===== src/rtl/pc_pkg.sv =====
// ---------------------------------------------------------------------------
// pc_pkg
// Shared definitions for the program-counter sequencer: next-PC source
// encoding, sequencer state encoding and the default reset/exception vectors.
// ---------------------------------------------------------------------------
package pc_pkg;

  // Next-PC source select; codes 5..7 are reserved and flagged as illegal.
  typedef enum logic [2:0] {
    SEL_SEQ    = 3'd0,
    SEL_BRANCH = 3'd1,
    SEL_JUMP   = 3'd2,
    SEL_REG    = 3'd3,
    SEL_ERET   = 3'd4
  } pc_sel_e;

  // RUN: normal execution. EXL: inside the exception handler.
  typedef enum logic {
    ST_RUN = 1'b0,
    ST_EXL = 1'b1
  } pc_state_e;

  localparam logic [31:0] DEF_RESET_VECTOR = 32'h0040_0000;
  localparam logic [31:0] DEF_EXC_VECTOR   = 32'h8000_0180;

endpackage


===== src/rtl/pc_next_mux.sv =====
// ---------------------------------------------------------------------------
// pc_next_mux
// Combinational next-PC formation for the PC sequencer.
//
// Ports:
//   pc          in  WIDTH  current PC
//   sel         in  3      next-PC source select (pc_sel_e encoding)
//   br_tgt      in  WIDTH  branch target
//   jidx        in  26     J-type instruction index
//   reg_tgt     in  WIDTH  register target
//   next_pc     out WIDTH  candidate next PC for SEQ/BRANCH/JUMP/REG
//   pc_plus4    out WIDTH  pc + 4 (modulo 2^WIDTH)
//   align_fault out 1      BRANCH/REG target misaligned (PC_ALIGN_CHECK_EN only)
//   bad_target  out WIDTH  offending target       (PC_ALIGN_CHECK_EN only)
//
// Configuration macro: PC_ALIGN_CHECK_EN adds the misalignment detector.
// ERET and reserved codes are resolved by the top level; for those codes
// next_pc simply carries pc + 4 and is ignored.
// WIDTH must be at least 32 so the jump region bits [WIDTH-1:28] exist.
// ---------------------------------------------------------------------------
module pc_next_mux
  import pc_pkg::*;
#(
  parameter int WIDTH = 32
) (
  input  logic [WIDTH-1:0] pc,
  input  logic [2:0]       sel,
  input  logic [WIDTH-1:0] br_tgt,
  input  logic [25:0]      jidx,
  input  logic [WIDTH-1:0] reg_tgt,
  output logic [WIDTH-1:0] next_pc,
  output logic [WIDTH-1:0] pc_plus4
`ifdef PC_ALIGN_CHECK_EN
  ,
  output logic             align_fault,
  output logic [WIDTH-1:0] bad_target
`endif
);

  // Clearing the low two bits keeps every loaded target word aligned. With
  // the alignment check enabled a misaligned target never gets loaded, so the
  // mask only matters in the default build.
  localparam logic [WIDTH-1:0] ALIGN_MASK = {{(WIDTH-2){1'b1}}, 2'b00};

  assign pc_plus4 = pc + WIDTH'(4);

  always_comb begin
    next_pc = pc_plus4;
    case (sel)
      SEL_SEQ:    next_pc = pc_plus4;
      SEL_BRANCH: next_pc = br_tgt & ALIGN_MASK;
      // The jump stays in the 256 MB region of the delay-slot address.
      SEL_JUMP:   next_pc = {pc_plus4[WIDTH-1:28], jidx, 2'b00};
      SEL_REG:    next_pc = reg_tgt & ALIGN_MASK;
      default:    next_pc = pc_plus4;
    endcase
  end

`ifdef PC_ALIGN_CHECK_EN
  always_comb begin
    align_fault = 1'b0;
    bad_target  = '0;
    if ((sel == SEL_BRANCH) && (br_tgt[1:0] != 2'b00)) begin
      align_fault = 1'b1;
      bad_target  = br_tgt;
    end else if ((sel == SEL_REG) && (reg_tgt[1:0] != 2'b00)) begin
      align_fault = 1'b1;
      bad_target  = reg_tgt;
    end
  end
`endif

endmodule


===== src/rtl/pc_seq.sv =====
// ---------------------------------------------------------------------------
// pc_seq
// Program-counter sequencer for the multicycle MIPS datapath. Holds the PC,
// the exception return address (EPC) and the one-level exception state.
//
// Ports:
//   clk         in  1      clock, rising edge
//   rst         in  1      asynchronous reset, active low
//   en          in  1      PC write enable for sel_i driven updates
//   sel_i       in  3      next-PC source (SEQ/BRANCH/JUMP/REG/ERET)
//   br_tgt_i    in  WIDTH  branch target
//   jidx_i      in  26     J-type instruction index
//   reg_tgt_i   in  WIDTH  register target (jr/jalr)
//   exc_req_i   in  1      exception request, independent of en
//   pc_o        out WIDTH  current PC
//   pc_plus4_o  out WIDTH  pc_o + 4
//   epc_o       out WIDTH  exception return address
//   exl_o       out 1      high while in the exception handler
//   illegal_o   out 1      one-cycle pulse on ERET outside EXL or reserved sel
//   badaddr_o   out WIDTH  last misaligned target (PC_ALIGN_CHECK_EN only)
//
// Configuration macro: PC_ALIGN_CHECK_EN turns misaligned BRANCH/REG targets
// into exceptions and adds badaddr_o. WIDTH must be at least 32.
// ---------------------------------------------------------------------------
module pc_seq
  import pc_pkg::*;
#(
  parameter int          WIDTH        = 32,
  parameter logic [31:0] RESET_VECTOR = DEF_RESET_VECTOR,
  parameter logic [31:0] EXC_VECTOR   = DEF_EXC_VECTOR
) (
  input  logic             clk,
  input  logic             rst,
  input  logic             en,
  input  logic [2:0]       sel_i,
  input  logic [WIDTH-1:0] br_tgt_i,
  input  logic [25:0]      jidx_i,
  input  logic [WIDTH-1:0] reg_tgt_i,
  input  logic             exc_req_i,
  output logic [WIDTH-1:0] pc_o,
  output logic [WIDTH-1:0] pc_plus4_o,
  output logic [WIDTH-1:0] epc_o,
  output logic             exl_o,
  output logic             illegal_o
`ifdef PC_ALIGN_CHECK_EN
  ,
  output logic [WIDTH-1:0] badaddr_o
`endif
);

  localparam logic [WIDTH-1:0] RST_PC = WIDTH'(RESET_VECTOR);
  localparam logic [WIDTH-1:0] EXC_PC = WIDTH'(EXC_VECTOR);

  pc_state_e        state;
  logic [WIDTH-1:0] pc;
  logic [WIDTH-1:0] epc;
  logic             illegal;
  logic [WIDTH-1:0] next_pc;
  logic [WIDTH-1:0] pc_plus4;

`ifdef PC_ALIGN_CHECK_EN
  logic             align_fault;
  logic [WIDTH-1:0] bad_target;
  logic [WIDTH-1:0] badaddr;
`else
  localparam logic  align_fault = 1'b0;
`endif

  pc_next_mux #(
    .WIDTH (WIDTH)
  ) u_next_mux (
    .pc          (pc),
    .sel         (sel_i),
    .br_tgt      (br_tgt_i),
    .jidx        (jidx_i),
    .reg_tgt     (reg_tgt_i),
    .next_pc     (next_pc),
    .pc_plus4    (pc_plus4)
`ifdef PC_ALIGN_CHECK_EN
    ,
    .align_fault (align_fault),
    .bad_target  (bad_target)
`endif
  );

  // Sequencer FSM. An exception (external request, or a misaligned target
  // when the check is built in) beats any sel_i update. EPC is captured only
  // on entry from RUN so a nested exception keeps the original return
  // address. illegal defaults low so it is a single-cycle pulse.
  always_ff @(posedge clk or negedge rst) begin
    if (!rst) begin
      state   <= ST_RUN;
      pc      <= RST_PC;
      epc     <= '0;
      illegal <= 1'b0;
    end else begin
      illegal <= 1'b0;
      if (exc_req_i || (en && align_fault)) begin
        pc <= EXC_PC;
        if (state == ST_RUN) begin
          epc   <= pc;
          state <= ST_EXL;
        end
      end else if (en) begin
        case (sel_i)
          SEL_SEQ, SEL_BRANCH, SEL_JUMP, SEL_REG: begin
            pc <= next_pc;
          end
          SEL_ERET: begin
            if (state == ST_EXL) begin
              pc    <= epc;
              state <= ST_RUN;
            end else begin
              illegal <= 1'b1;
            end
          end
          default: begin
            illegal <= 1'b1;
          end
        endcase
      end
    end
  end

`ifdef PC_ALIGN_CHECK_EN
  // The faulting target is recorded even when an external request lands in
  // the same cycle, since the handler may still want to inspect it.
  always_ff @(posedge clk or negedge rst) begin
    if (!rst) begin
      badaddr <= '0;
    end else if (en && align_fault) begin
      badaddr <= bad_target;
    end
  end

  assign badaddr_o = badaddr;
`endif

  assign pc_o       = pc;
  assign pc_plus4_o = pc_plus4;
  assign epc_o      = epc;
  assign exl_o      = (state == ST_EXL);
  assign illegal_o  = illegal;

endmodule


===== config.mk =====
export PLATFORM = sky130hd
export DESIGN_NAME = pc_seq
export DESIGN_NICKNAME = d
export VERILOG_FILES = /design/src/rtl/pc_pkg.sv /design/src/rtl/pc_next_mux.sv /design/src/rtl/pc_seq.sv
export SDC_FILE = /design/constraint.sdc
export NUM_CORES = 1
export LEC_CHECK = 0
export ABC_CLOCK_PERIOD_IN_PS = 4000
export CELL_PAD_IN_SITES_DETAIL_PLACEMENT = 2
export CELL_PAD_IN_SITES_GLOBAL_PLACEMENT = 2
export CORE_MARGIN = 4
export CORE_UTILIZATION = 27
export CTS_CLUSTER_DIAMETER = 30
export CTS_CLUSTER_SIZE = 25
export DETAILED_ROUTE_END_ITERATION = 6
export HOLD_SLACK_MARGIN = 0.05
export PLACE_DENSITY_LB_ADDON = 0.1
export SETUP_SLACK_MARGIN = 0.3
export SLEW_MARGIN = 25
export SYNTH_ARGS = -nofsm -noshare
export SYNTH_HDL_FRONTEND = slang
export SYNTH_SLANG_ARGS = --single-unit

===== constraint.sdc =====
create_clock -name clk -period 4 [get_ports clk]
set_clock_uncertainty 0.1 [all_clocks]
set_input_delay 0.6 -clock clk [delete_from_list [all_inputs] [get_ports clk]]
set_output_delay 0.6 -clock clk [all_outputs]
set_load 0.03 [all_outputs]

### Word-level counts from Yosys, hierarchy flattened

Index checks and enable logic that the tools add are counted.

* flip-flop bits (word level): 66
* input port bits: 97
* logic and storage cells: 28

* $add $sub $neg: 1
* eq/ne operators: 4
* multiplexer cells: 12
* reductions and logical operators: 7

Operator list (count)
* two-way mux 32 bit: 3
* case mux 32 bit (3 select lines): 1
* case mux 32 bit (2 select lines): 1
* adder 32 x 3 -> 32 bit (second input constant): 1
* == test 3 x 2 -> 1 bit (second input constant): 2
* two-way mux 1 bit: 6
* AND reduction 2 bit: 2
* nonzero test 2 bit: 2
* OR reduction 4 bit: 1
* == test 3 x 1 -> 1 bit (second input constant): 1
* == test 3 bit (second input constant): 1
* zero test 3 bit: 1
* nonzero test 3 bit: 1
* case mux 1 bit (2 select lines): 1

### Longest topological paths before layout

Gate-level depths: netlist (run 1).

* depth after elaboration: 5
* depth in mapped cells: 8
* depth with buffers taken out: 6

### Modules after synthesis

From an unflattened synthesis (run 1), not the netlist that was laid out.

* cell total of the unflattened synthesis: 540
* area total of the unflattened synthesis: 5079.9 µm²

Modules (own cells, without submodules)
* pc_seq: times used 1, cells an instance 245, area each 3218.1 µm², sequential area each 1652.8 µm²
* pc_next_mux: times used 1, cells an instance 295, area each 1861.8 µm², sequential area each 0.0 µm²

### Worst setup path before layout (run 1)

No wires, ideal clock.

* kind: register to output
* start: reg pc[3] (netlist: pc_o[3])
* end: out pc_plus4_o[30]
* arrival: 2.440 ns
* required time: 3.300 ns
* path slack: 0.860 ns
* stages on the path, launching flop included: 7
* path buffers: 1
* cell sequence: dfrtp_1 -> ha_1 -> nand3_1 -> or3_1 -> clkbuf_1 -> or3_4 -> xnor2_1

* cells in the longest elaborated chain, start to end: 1

Ends and longest elaborated chain
* start, declared: line pc_seq.sv:55 `logic [WIDTH-1:0] pc;`
* start signal, assigned: line pc_seq.sv:107 `pc <= next_pc;`
* start signal, assigned: line pc_seq.sv:111 `pc <= epc;`
* adder 32 x 3 -> 32 bit: line pc_next_mux.sv:45 `assign pc_plus4 = pc + WIDTH'(4);`
* end, declared: line pc_seq.sv:41 `output logic [WIDTH-1:0] pc_plus4_o,`

No other way between the ends.

### Worst setup path in the final report (run 1)

Ends and elaborated chain as after synthesis.

==> impl_metrics.yaml, run 1 <==
clock_tree:
  numCtsBuffers: 9
  cts_buffer_depth: 2
  htree_levels: 3
  hold_buffers: 0
  path_clk_slew_ps: 60
  cts.sinks: 66
  tritoncts: "built"
  clk_latency_ps: 340
  cts_root_buffer: "clkbuf_16"
worst_setup_path:
  crit_family: "simple AND/OR/NAND/NOR gates"
  critPathCaptureType: "primary output"
  crit_buf_inv: 1
  critPathSlowestCell: "dfrtp_1"
  critical_path_class: "register to primary output"
  start_kind: "register"
  cp.required_ps: 3300
  cp_cell_sequence: "ha_1 > nand3_1 > or3_1 > or3_4 > xnor2_1 > dlygate4sd2_1"
  worstPathArrival_ps: 2850
  cp_slowest_stage_delay_ps: 470
  crit_fanout: 7
floorplanning:
  io_pins: 195
  dieHeight_um: 144.8
  dieArea_um2: 20970
  num_rows: 49
  start_util_pct: 27.75
  core_area_um2: 18210
  die_w_um: 144.8
final_layout:
  multi_input_area_um2: 3089
  nNetsFinal: 846
  final_layout_size_suffix_gt1_share_pct: 14.76
  fill_cells: 1989
  postLayoutCoreUtil_pct: 40.99
  fin_area_um2: 7463
  seq_area_um2: 1655
  area_delta_synth_final_pct: 47.72
  antenna_cells: 0
power:
  power.total_uw: 2393
  ir_worst_vdd_mv: 0.2240
  clockPowerShare_pct: 34.0
  combPwrFrac_pct: 32.0
  swShare_pct: 34.50
  p_sw_uw: 825.7
  pwr-share-seq_pct: 34.0
  internal_power_uw: 1568
  power_density_nw_per_um2: 320.7
  leakage_uw: 0.003184
place:
  place_congestion: 0.8179
  post-place-ws_ps: 477.4
  place_area_um2: 7142
  dp_hpwl_um: 16950
  io_buffers: 190
drt:
  first_pass_iters: 4
  via_per_inst: 5.531
  drcViolationCount: 0
  wl_per_cell_um: 23.96
  routed_wirelength_um: 23500
  via_count: 5426
  first_iter_violations: 278
  ant_nets: 0
grt:
  grt_max_degree: 67
  grt_pass1_wl_um: 35780
  grtUsageTotal_pct: 22.29
  antenna_found_initial: 0
  overflow: 0
  grt_pass1_vias: 6141
timing:
  fmax_ghz: 0.2815
  slew_headroom_pct: 36.86
  slew_viol_final: 0
  setup_violations: 0
  hold_viol_final: 0
  tns_ps: 0
  worst_slack_ps: 447.6
  period_minus_slack_ps: 3552
  grt_setup_unrepaired: "false"
  period_share_pct: 88.81
  worst_pin_slew_ps: 947.0
synth:
  async_reset_ff_share_pct: 100.0
  syn_inst: 581
  ys.flop_type: "dfrtp_1"
  synth-seq-cells: 66
  ys_types: 63
  synth_edf_count: 0
  synth_area_um2: 5052
  seq_area_frac_synth_pct: 32.71
  synth_area_per_cell_um2: 8.696
  yosys_warnings: 0
  syn-num-nets: 679
status:
  outcome: "finished, final reports clean"
run:
  cap_viol_max_count: 0
worst_hold_path:
  min_path_type: "input pin to async pin"
## cells in the final DEF, fill, tap and decap left out, drive strengths merged, types with 7 or more instances in the layout
| master | instances |
|---|---|
| a21oi | 21 |
| nor2 | 35 |
| nand3 | 14 |
| a31oi | 7 |
| dlymetal6s2s | 7 |
| o21ai | 57 |
| nand2 | 47 |
| mux2 | 46 |
| nor3 | 17 |
| nor2b | 10 |
| a211oi | 8 |
| xor2 | 7 |
| inv | 20 |
| nand4 | 13 |
| o211ai | 9 |
| dfrtp | 65 |
| clkbuf | 12 |
| xnor2 | 20 |
| mux2i | 22 |
| buf | 27 |
| a22oi | 21 |
| clkdlybuf4s50 | 173 |
## power by group through the flow
stage | clock (uW) | combinational (uW) | sequential, uW
detailed placement | 0 | 775 | 824
floorplan | 0 | 285 | 923
finish | 814 | 766 | 813
global route | 853 | 819 | 824
global placement | 0 | 752 | 818
CTS | 822 | 777 | 814
## per-stage QoR
step | hold slack [ps] | instances
finish | 170.8 | 981
global route | 229.9 | 981
CTS | 349.8 | 979
floorplan | 204.4 | 581
global placement | 391.6 | 964
detailed placement | 416.5 | 964
## routing by layer
metal	GRT usage (%)	vias to the layer above	part of all wire (%)
met1	27.18	2787	42
li1	-	2463	-
met4	5.400	0	1.3
met3	4.272	17	6.1
met2	40.34	159	51
met5	0	-	0
## area by class of cell
class	instances	share of cell area, %
clock buffer	12	3.303
clock inverter	3	0.5365
inverter	20	1.006
multi-input combinational	438	41.39
sequential	66	22.18
tap	229	3.839
timing repair buffer	213	27.75
## synth_stat cells, types with 4 or more instances
master	number	share of area (%)
a22oi_1	21	3.1
nor2b_1	10	1.2
xnor2_1	20	3.5
a2111oi_0	5	0.87
mux2i_1	22	4.4
a211oi_1	8	1.2
mux2_2	46	10
clkbuf_1	30	2.2
a21oi_1	21	2.1
o22ai_1	4	0.50
nand4_1	10	1.2
nor3_1	13	1.3
buf_2	14	1.4
inv_1	20	1.5
o2bb2ai_1	5	0.87
o31ai_1	4	0.59
dfrtp_1	65	32
o21ai_0	57	5.6
o211ai_1	9	1.3
o21a_1	4	0.59
xor2_1	7	1.2
nand2_1	47	3.5
a31oi_1	7	0.87
buf_1	7	0.52
nand3_1	14	1.4
nor2_1	35	2.6
and3_1	6	0.74
or3_1	5	0.62
## final timing paths
path	startpoint	endpoint	slack, ps	cells after the start
worst min-delay path	rst	epc_o[16]	170	1
worst max register to register	exl_o	pc_o[27]	1510	6
worst max-delay path	pc_o[3]	pc_plus4_o[30]	450	6
max in group asynchronous	rst	pc_o[5]	3110	1
min in group clk	epc_o[11]	epc_o[11]	420	2
worst min register to register	epc_o[11]	epc_o[11]	420	2
## cell families after synthesis
logic type,after synthesis,synth area share [%]
AOI/OAI and AO/OA,169,21.87
buffers and inverters,77,6.439
DFF,66,32.71
xor gates and xnor gates,27,4.681
muxes,70,15.50
and+or+nand+nor,171,18.55
adders and majority gates,1,0.2476
## state kept, by name (all words and copies together), names as in the netlist
signal,count
epc_o,32
exl_o,1
illegal_o,1
pc_o,32
## timing repair
action | 4_1_cts | 5_1_grt
gates resized for setup | 7 | 8
gates cloned | 0 | 0
endpoints found under the setup margin | 10 | 11
hold endpoints to repair | 0 | 0
pin swaps | 1 | 1
setup buffers | 0 | 2
(Power assumes the default switching activity.)
==> inputs of run 2 (changes only) <==
--- a/config.mk
+++ b/config.mk
@@ -10,7 +10,7 @@
 export CELL_PAD_IN_SITES_GLOBAL_PLACEMENT = 2
 export CORE_MARGIN = 4
 export CORE_UTILIZATION = 27
-export CTS_CLUSTER_DIAMETER = 30
+export CTS_CLUSTER_DIAMETER = 40
 export CTS_CLUSTER_SIZE = 25
 export DETAILED_ROUTE_END_ITERATION = 6
 export HOLD_SLACK_MARGIN = 0.05
==> results of run 2 <==
Same layout as run 1: the final DEF is identical, and so are final timing and power.
==> inputs of run 3 (changes only) <==
--- a/config.mk
+++ b/config.mk
@@ -15,6 +15,7 @@
 export DETAILED_ROUTE_END_ITERATION = 6
 export HOLD_SLACK_MARGIN = 0.05
 export PLACE_DENSITY_LB_ADDON = 0.1
+export REMOVE_ABC_BUFFERS = 1
 export SETUP_SLACK_MARGIN = 0.3
 export SLEW_MARGIN = 25
 export SYNTH_ARGS = -nofsm -noshare
==> impl_metrics.yaml, run 3 (same netlist as run 1, synthesis figures left out) <==
floorplanning:
  start_util_pct: 27.75
  dieArea_um2: 20970
  die_w_um: 144.8
  num_rows: 49
  core_area_um2: 18210
  io_pins: 195
  dieHeight_um: 144.8
final_layout:
  fill_cells: 1941
  final_common_cell: "clkdlybuf4s50_1"
  most-common-layout-cells: "174 x clkdlybuf4s50_1, 62 x dfrtp_1, 57 x o21ai_0, 47 x nand2_1, 46 x mux2_2"
  seq_area_um2: 1657
  nNetsFinal: 849
  antenna_cells: 0
  final_layout_size_suffix_gt1_share_pct: 15.74
  layout.cells.non_filler: 985
  multi_input_area_um2: 3117
  area_delta_synth_final_pct: 48.34
power:
  pwr-share-seq_pct: 35.0
  leakage_uw: 0.003195
  swShare_pct: 35.27
  p_sw_uw: 821.4
  clockPowerShare_pct: 32.2
  power_density_nw_per_um2: 310.8
  ir_worst_vdd_mv: 0.1809
  combPwrFrac_pct: 32.8
  internal_power_uw: 1508
timing:
  slew_viol_final: 0
  tns_ps: 0
  period_share_pct: 90.17
  worst_pin_slew_ps: 848.8
  worst_slack_ps: 393.2
  hold_viol_final: 0
  period_minus_slack_ps: 3607
  slew_headroom_pct: 42.93
  fmax_ghz: 0.2773
  setup_violations: 0
  grt_setup_unrepaired: "false"
  hold_slack_ps: 169.7
place:
  post-place-ws_ps: 396.9
  io_buffers: 190
  dp_hpwl_um: 16880
  place_congestion: 0.7776
  dp.cells: 966
clock_tree:
  cts_buffer_depth: 2
  clk_latency_ps: 350
  path_clk_slew_ps: 60
  htree_levels: 3
  cts_root_buffer: "clkbuf_16"
  tritoncts: "built"
  numCtsBuffers: 9
  cts.sinks: 66
grt:
  grtUsageTotal_pct: 22.46
  grt_pass1_wl_um: 36240
  grt_max_degree: 67
  overflow: 0
  grt_pass1_vias: 6137
  antenna_found_initial: 0
drt:
  first_pass_iters: 4
  wl_met1_um: 10280
  dr_wl_met3_um: 1119
  routed_wirelength_um: 23420
  wl_met2_um: 11740
  wl_per_cell_um: 23.78
  drcViolationCount: 0
  routed.top_layer: "met4"
  ant_nets: 0
  via_per_inst: 5.502
  via_count: 5419
  first_iter_violations: 250
status:
  outcome: "finished, final reports clean"
worst_setup_path:
  critical_path_class: "register to primary output"
  critPathCaptureType: "primary output"
  start_kind: "register"
  cp_slowest_stage_delay_ps: 700
  worstPathArrival_ps: 2910
  crit_fanout: 11
  critPathSlowestCell: "clkdlybuf4s50_1"
  cp.required_ps: 3300
  cp_cell_sequence: "nand4_4 > or4_4 > nor3_4 > xnor2_1 > clkdlybuf4s50_1"
worst_hold_path:
  min_path_type: "input pin to async pin"
run:
  cap_viol_max_count: 0
## run 3: worst paths after layout
check / startpoint / to / slack [ps] / cells past startpoint
hold / removal: rst / epc_o[19] / 170 / 1
hold reg to reg: epc_o[11] / epc_o[11] / 410 / 2
max in group asynchronous: rst / pc_o[13] / 3120 / 1
setup reg to reg: exl_o / pc_o[7] / 1490 / 5
setup / recovery: pc_o[5] / pc_plus4_o[31] / 390 / 5
min in group clk: epc_o[11] / epc_o[11] / 410 / 2
## run 3: cell type report
cell class                 count  share of cell area [%]
clock inverter                 3                  0.2003
tap                          229                   3.823
inverter                      20                   1.002
timing repair buffer         216                   27.95
clock buffer                  13                   3.339
sequential                    66                   22.10
multi-input combinational    438                   41.59
## run 3: stage by stage
step	cell area (um2)	utilization, %	power (uW)
6_report	7495	41.16	2329
2_1_floorplan	4802	-	1179
3_3_place_gp	7152	39.28	1570
4_1_cts	7422	40.76	2356
3_5_place_dp	7152	39.28	1594
5_1_grt	7495	41.16	2446
## run 3: timing repair
action                     in CTS  in global routing
pin swaps                       0                  2
setup endpoints to repair      12                 15
hold buffers                    0                  0
buffers inserted                0                  3
gates resized for setup         6                 16
## run 3: power by group through the flow
stage	registers, uW	logic, uW	clock network (uW)
after global placement	819	750	0
after detailed placement	825	769	0
after CTS	815	773	768
final	816	763	750
after global routing	829	821	796
after floorplan	935	244	0
## run 3: metal layers
| metal | track usage, % | vias up |
|---|---|---|
| met3 | 4.272 | 20 |
| met2 | 38.91 | 142 |
| li1 | - | 2472 |
| met4 | 5.253 | 0 |
| met1 | 28.95 | 2785 |
| met5 | 0 | - |
## run 3: worst max-delay path: cells and delay by family (launching register included)
kind | cells | cell delay, ps
buffers and inverters | 1 | 700
and+or+nand+nor | 3 | 1150
DFF | 1 | 530
xor gates and xnor gates | 1 | 160
